===== src/rtl/reg_file_seq_ctrl.sv =====
// Multi-cycle sequencer for the 8-bit CPU: fetch, decode, execute, writeback over a 16 x 8 register file and ALU.
// Latency: 4 cycles per instruction when instr_valid returns alongside fetch_req; stretched by fetch wait cycles.
// Backpressure: holds FETCH with fetch_req high until instr_valid; HALT is absorbing until rst.
//
// Ports:
//   clk, rst                  clock (rising edge) and synchronous active-high reset
//   instr, instr_valid        program-memory return path, sampled only in FETCH
//   zero                      ALU result == 0, sampled in EXECUTE for BEQZ
//   fetch_req, pc             fetch request and its address
//   RA1, RA2, A3              register-file read/write addresses
//   write_enable              register-file write strobe (WRITEBACK only)
//   alu_op, imm_sel, imm      ALU control and immediate operand
//   halted, illegal           core stopped / stopped on an undefined opcode
//
// Optional build macro REG_FILE_SEQ_CTRL_ILLEGAL_TRAP_EN: opcodes A-E trap into HALT
// with illegal = 1 and pc left on the offending instruction. Without it they behave as NOP.
module reg_file_seq_ctrl #(
    parameter int              PC_W   = 8,
    parameter logic [PC_W-1:0] RST_PC = '0
) (
    input  logic            clk,
    input  logic            rst,
    input  logic [15:0]     instr,
    input  logic            instr_valid,
    input  logic            zero,
    output logic            fetch_req,
    output logic [PC_W-1:0] pc,
    output logic [3:0]      RA1,
    output logic [3:0]      RA2,
    output logic [3:0]      A3,
    output logic            write_enable,
    output logic [2:0]      alu_op,
    output logic            imm_sel,
    output logic [7:0]      imm,
    output logic            halted,
    output logic            illegal
);

    typedef enum logic [2:0] {
        S_FETCH,
        S_DECODE,
        S_EXECUTE,
        S_WRITEBACK,
        S_HALT
    } state_t;

    localparam logic [3:0] OP_ADD  = 4'h1;
    localparam logic [3:0] OP_SUB  = 4'h2;
    localparam logic [3:0] OP_AND  = 4'h3;
    localparam logic [3:0] OP_OR   = 4'h4;
    localparam logic [3:0] OP_XOR  = 4'h5;
    localparam logic [3:0] OP_LDI  = 4'h6;
    localparam logic [3:0] OP_ADDI = 4'h7;
    localparam logic [3:0] OP_BEQZ = 4'h8;
    localparam logic [3:0] OP_JMP  = 4'h9;
    localparam logic [3:0] OP_HALT = 4'hF;

    localparam logic [2:0] ALU_ADD   = 3'b000;
    localparam logic [2:0] ALU_SUB   = 3'b001;
    localparam logic [2:0] ALU_AND   = 3'b010;
    localparam logic [2:0] ALU_OR    = 3'b011;
    localparam logic [2:0] ALU_XOR   = 3'b100;
    localparam logic [2:0] ALU_PASSA = 3'b101;

    state_t          state_q, state_d;
    logic [PC_W-1:0] pc_q, pc_d;
    logic [15:0]     ir_q, ir_d;
    logic            taken_q, taken_d;

    logic [3:0] op;
    logic [3:0] rd;
    logic [3:0] rs1;
    logic [3:0] rs2;
    logic       writes_rf;
    logic       trap_op;

    assign op  = ir_q[15:12];
    assign rd  = ir_q[11:8];
    assign rs1 = ir_q[7:4];
    assign rs2 = ir_q[3:0];
    assign imm = ir_q[7:0];

    // Datapath controls depend only on IR, so they stay stable from DECODE
    // through WRITEBACK and only move when a new word is latched in FETCH.
    always_comb begin
        RA1       = rs1;
        RA2       = rs2;
        A3        = rd;
        alu_op    = ALU_ADD;
        imm_sel   = 1'b0;
        writes_rf = 1'b0;
        case (op)
            OP_ADD:  begin alu_op = ALU_ADD; writes_rf = 1'b1; end
            OP_SUB:  begin alu_op = ALU_SUB; writes_rf = 1'b1; end
            OP_AND:  begin alu_op = ALU_AND; writes_rf = 1'b1; end
            OP_OR:   begin alu_op = ALU_OR;  writes_rf = 1'b1; end
            OP_XOR:  begin alu_op = ALU_XOR; writes_rf = 1'b1; end
            OP_LDI: begin
                // r0 reads as zero, so 0 + imm8 loads the immediate.
                RA1       = 4'h0;
                imm_sel   = 1'b1;
                writes_rf = 1'b1;
            end
            OP_ADDI: begin
                RA1       = rd;
                imm_sel   = 1'b1;
                writes_rf = 1'b1;
            end
            OP_BEQZ: begin
                // PASSA forwards rf[rd] so the ALU zero flag tests it directly.
                RA1    = rd;
                alu_op = ALU_PASSA;
            end
            default: ;
        endcase
    end

`ifdef REG_FILE_SEQ_CTRL_ILLEGAL_TRAP_EN
    assign trap_op = (op >= 4'hA) && (op <= 4'hE);
`else
    assign trap_op = 1'b0;
`endif

    always_comb begin
        state_d = state_q;
        pc_d    = pc_q;
        ir_d    = ir_q;
        taken_d = taken_q;
        case (state_q)
            S_FETCH: begin
                if (instr_valid) begin
                    ir_d    = instr;
                    state_d = S_DECODE;
                end
            end
            S_DECODE: begin
                state_d = S_EXECUTE;
            end
            S_EXECUTE: begin
                taken_d = ((op == OP_BEQZ) && zero) || (op == OP_JMP);
                // Trapping opcodes leave pc on the instruction that stopped the core.
                if ((op == OP_HALT) || trap_op) begin
                    state_d = S_HALT;
                end else begin
                    state_d = S_WRITEBACK;
                end
            end
            S_WRITEBACK: begin
                pc_d    = taken_q ? PC_W'(ir_q[7:0]) : pc_q + PC_W'(1);
                state_d = S_FETCH;
            end
            S_HALT: ;
            default: begin
                state_d = S_FETCH;
            end
        endcase
    end

    always_ff @(posedge clk) begin
        if (rst) begin
            state_q <= S_FETCH;
            pc_q    <= RST_PC;
            ir_q    <= '0;
            taken_q <= 1'b0;
        end else begin
            state_q <= state_d;
            pc_q    <= pc_d;
            ir_q    <= ir_d;
            taken_q <= taken_d;
        end
    end

    assign pc        = pc_q;
    assign fetch_req = (state_q == S_FETCH);
    assign halted    = (state_q == S_HALT);
    // A reset arriving in WRITEBACK must not commit the instruction, so the
    // strobe is killed in the same cycle rst is seen.
    assign write_enable = (state_q == S_WRITEBACK) && writes_rf && !rst;
    // IR is frozen in HALT, so the trapping opcode is still visible there.
    assign illegal = halted && trap_op;

endmodule


===== config.mk =====
export PLATFORM = sky130hd
export DESIGN_NAME = reg_file_seq_ctrl
export DESIGN_NICKNAME = d
export VERILOG_FILES = /design/src/rtl/reg_file_seq_ctrl.sv
export SDC_FILE = /design/constraint.sdc
export NUM_CORES = 1
export LEC_CHECK = 0
export CAP_MARGIN = 20
export CORE_ASPECT_RATIO = 1.4
export CORE_MARGIN = 2
export CORE_UTILIZATION = 25
export DETAILED_ROUTE_END_ITERATION = 6
export HOLD_SLACK_MARGIN = 0.05
export SLEW_MARGIN = 5
export SYNTH_ARGS = -nofsm -noshare
export SYNTH_HDL_FRONTEND = slang
export SYNTH_SLANG_ARGS = --single-unit

===== constraint.sdc =====
create_clock -name clk -period 2.2 [get_ports clk]
set_clock_uncertainty 0.05 [all_clocks]
set_input_delay 0.55 -clock clk [delete_from_list [all_inputs] [get_ports clk]]
set_output_delay 0.55 -clock clk [all_outputs]
set_load 0.02 [all_outputs]

# Yosys cells after proc, flatten, opt, wreduce, memory -nomap -nowiden
# Cells that the tools add are included.
# W data, S select, Z words.
# totals
register_bits,28
elab_cells,40
out_inout_bits,36
# classes
muxes,8
bitwise,1
n_eq_ne,15
addsub,1
reduce_logical,11
# op_table
operator,count
$eq A4 B3 Y1 const B,4
$pmux W3 S5,1
$eq A4 B4 Y1 const B,3
$pmux W3 S4,1
$add A8 B1 Y8 const B,1
$eq A4 B2 Y1 const B,2
$mux W8,1
$pmux W4 S2,1
$reduce_or A7 Y1,1
$eq A3 B2 Y1 const B,2
$mux W3,2
$eq A4 B1 Y1 const B,1
$reduce_and A2 Y1,2
$reduce_or A2 Y1,2
$eq A3 B1 Y1 const B,1
$eq A3 B3 Y1 const B,1
$logic_and A1 B1 Y1,3
$logic_not A3 Y1,1
$mux W1,2
$ne A2 B2 Y1 const B,1
$logic_not A1 Y1,1
$logic_or A1 B1 Y1,1
$not A1 Y1,1

# Logic depth before layout (Yosys ltp)
# logic_depth
ltp_word,5
depth_mapped,5

# Least setup slack after synthesis
# Ideal clock, no wire load.
# synth_path
kind,input port to output port
from,input port rst
to,output port write_enable
required_time_ps,1600
stages,2
arrival_ps,1445
slack_ps,155
n_path_buf,1
path_cell_list,clkbuf_1 > nor4_1
# synth_via
elab_chain_cells,2
# synth_lines
element,line,rtl
"start, declared",22,"input logic rst,"
$logic_not A1 Y1,178,assign write_enable = (state_q == S_WRITEBACK) && writes_rf && !rst;
$logic_and A1 B1 Y1,178,
"end, declared",31,"output logic write_enable,"
# Every way passes these cells.

# Worst setup path after layout
# layout_path
from,register ir_q[13]
to,output port RA1[3]
# layout_via
elab_chain_cells,3
elab_cells_between_ends,5
# layout_lines
element,line,rtl
"start, declared",67,"logic [15:0] ir_q, ir_d;"
"start signal, assigned",168,ir_q <= ir_d;
$eq A4 B4 Y1 / $eq A4 B3 Y1 (equally long branches),92,case (op)
$reduce_or A2 Y1 (no source line),-,
$pmux W4 S2 (*),92,
"end, declared",28,"output logic [3:0] RA1,"
# Every way passes the cells marked *; elsewhere a longest branch is shown, timed or not.

==> impl_metrics.env <==
export IMPL_peakVddDrop_v=0.000223
export IMPL_hold_ws_ps=433
export IMPL_wl_per_cell_um=13.4
export IMPL_crit_path_end_kind="output port"
export IMPL_clk_path_buf_depth=2
export IMPL_postSynthCellCount=211
export IMPL_gp_congestion=0.787
export IMPL_io_pins=56
export IMPL_fin_crit_ps=2180
export IMPL_max_cap_viol_count=0
export IMPL_critPathLaunchType="register"
export IMPL_antenna_found_initial=0
export IMPL_clk_pin_slew_ps=100
export IMPL_final_layout_size_suffix_gt1_frac=0.184
export IMPL_first_pass_iters=4
export IMPL_synth_edf_count=0
export IMPL_routed_via_count=1604
export IMPL_fin_crit_sh=0.991
export IMPL_cts_sinks=28
export IMPL_clk_latency_ps=270
export IMPL_cts_root_buf="clkbuf_8"
export IMPL_synth_top_area_share=0.332
export IMPL_rsz0062_at_grt="yes"
export IMPL_yosysSeqAreaShare=0.332
export IMPL_synth_top_area_cell="dfxtp_1"
export IMPL_setup_viol=0
export IMPL_outcome="finished clean"
export IMPL_area_growth_pct=41.1
export IMPL_placementRows=35
export IMPL_max_slew_margin=0.521
export IMPL_clock_fmax_mhz=459
export IMPL_ys_seq_elements=28
export IMPL_synthTopCellsByArea="dfxtp_1 (33%), buf_4 (8.0%), nand2_1 (8.0%)"
export IMPL_finalWirelength_um=4480
export IMPL_nets=283
export IMPL_grt_pass1_wl_um=7220
export IMPL_nFillCells=714
export IMPL_max_slew_worst_pin_slew_ps=718
export IMPL_dr_first_iter_drc_count=110
export IMPL_dp_cells=327
export IMPL_critPathKind="register to output port"
export IMPL_synth_nets=232
export IMPL_ys_warn_count=0
export IMPL_initial_core_util=0.257
export IMPL_diodes=0
export IMPL_io_buffers=54
export IMPL_synthDistinctLibCells=48
export IMPL_p_leak_nw=0.904
export IMPL_die_w_um=73.4
export IMPL_place_area_um2=2240
export IMPL_power_w=0.00133
export IMPL_syn_area_um2=1690
export IMPL_maxSlewViolCount=0
export IMPL_antenna_left=0
export IMPL_cts_buffers=3
export IMPL_drc=0
export IMPL_crit_path_max_fanout=6
export IMPL_r2r_setup_slack_ps=680
export IMPL_grt_overflow_total=0
export IMPL_core_area_um2=6570
export IMPL_synthFlopType="dfxtp_1"
export IMPL_synthArstFlopShare=0
export IMPL_yosysMostFrequentCell="nand2_1"
export IMPL_required_ps=1600
export IMPL_hold_buffers=0
export IMPL_dieArea_um2=7430
export IMPL_dp_final_hpwl_um=3320
export IMPL_die_h_um=101
export IMPL_cp_arrival_ps=1580
export IMPL_totalNegativeSetupSlack_ps=0
export IMPL_viasPerCell=4.79
export IMPL_cts_tree="built"
export IMPL_hold_path_class="register to register"
export IMPL_avgSynthCellArea_um2=8.00
export IMPL_grt_max_degree=33
export IMPL_finalNonFillerCells=335
export IMPL_hold_viol_final=0
export IMPL_synth_commonest_cells="nand2_1 (36), dfxtp_1 (28), a21oi_1 (21)"
export IMPL_fin_area_um2=2380
export IMPL_power_density_nw_per_um2=558
export IMPL_grt_util_all_layers=0.122
export IMPL_grt_pass1_vias=1537
export IMPL_htreeDepth=1
## sequential cells by signal, summed over array words and instances, names as in the netlist
signal / flops
taken_q: 1
pc: 8
state_q: 3
ir_q: 16
## cell usage in the layout (no fill, tap or decap), drive strengths merged, types with 2 or more instances in the layout
cell / instances
a211oi: 2
a21oi: 21
a221o: 4
a22o: 4
a22oi: 2
a31oi: 2
and2: 6
and3b: 3
buf: 32
clkbuf: 4
clkdlybuf4s50: 42
dfxtp: 28
dlygate4sd2: 3
dlymetal6s2s: 2
inv: 3
mux2i: 2
nand2: 36
nand2b: 2
nand3: 4
nand3b: 5
nand4: 2
nor2: 11
nor2b: 2
nor3: 4
nor3b: 4
nor4b: 2
o211ai: 3
o21a: 2
o21ai: 6
or3: 2
## kinds of logic (layout without fill, tap and decap cells)
family | Yosys count | in the layout | synth area share
AOI/OAI and AO/OA | 53 | 53 | 0.211
and+or+nand+nor | 88 | 88 | 0.281
other | 1 | 1 | 0.00222
buffers and inverters | 37 | 87 | 0.150
muxes | 2 | 2 | 0.0119
DFF | 28 | 28 | 0.332
xor gates and xnor gates | 1 | 1 | 0.00519
adders and majority gates | 1 | 1 | 0.00741
## routing by layer
metal / track usage / vias up / routed length, µm
li1: - / 827 / -
met5: 0 / - / 0
met3: 0.00896 / 2 / 158
met4: 0.0420 / 0 / 55
met2: 0.227 / 32 / 2420
met1: 0.144 / 743 / 1850
## power breakdown
part / internal [W] / total, W / leakage (nW) / switching, W
combinational: 0.000177 / 0.000351 / 0.638 / 0.000174
clock: 0.000244 / 0.000409 / 0.0357 / 0.000165
sequential: 0.000537 / 0.000568 / 0.231 / 0.0000306
## worst max-delay path: stages, from the launching register on
cell and delay [ps]:
dfxtp_4 380, and3b_2 250, a22o_2 230, a221o_1 310, buf_6 140
## path summary, 6_finish.rpt
kind | cells after the start | to | from
setup / recovery | 4 | RA1[3] | ir_q[13]$_SDFFE_PP0P_
hold / removal | 2 | ir_q[15]$_SDFFE_PP0P_ | ir_q[15]$_SDFFE_PP0P_
setup reg to reg | 5 | ir_q[10]$_SDFFE_PP0P_ | state_q[2]$_SDFFE_PP0P_
hold reg to reg | 2 | ir_q[15]$_SDFFE_PP0P_ | ir_q[15]$_SDFFE_PP0P_
## final cells by class
cell class / instances / area, µm² / share of cell area
Clock buffer: 3 / 41.3 / 0.0173
Clock inverter: 1 / 30.0 / 0.0126
Inverter: 3 / 11.3 / 0.00473
Multi-Input combinational cell: 146 / 906 / 0.380
Sequential cell: 28 / 569 / 0.239
Tap cell: 74 / 92.6 / 0.0389
Timing Repair Buffer: 80 / 731 / 0.307
## stage by stage
step                setup slack (ps)  utilization
finish                          20.6        0.362
detailed placement              -463        0.342
floorplan                        155            -
global route                   -41.3        0.362
global placement                -492        0.342
CTS                            -68.7        0.356
## repair_timing
item	CTS	global route
setup buffers	2	3
pin swaps	3	4
setup endpoints to repair	10	9
gates resized for setup	39	14
cloned	0	0
Power figures use the tool's default switching activity.
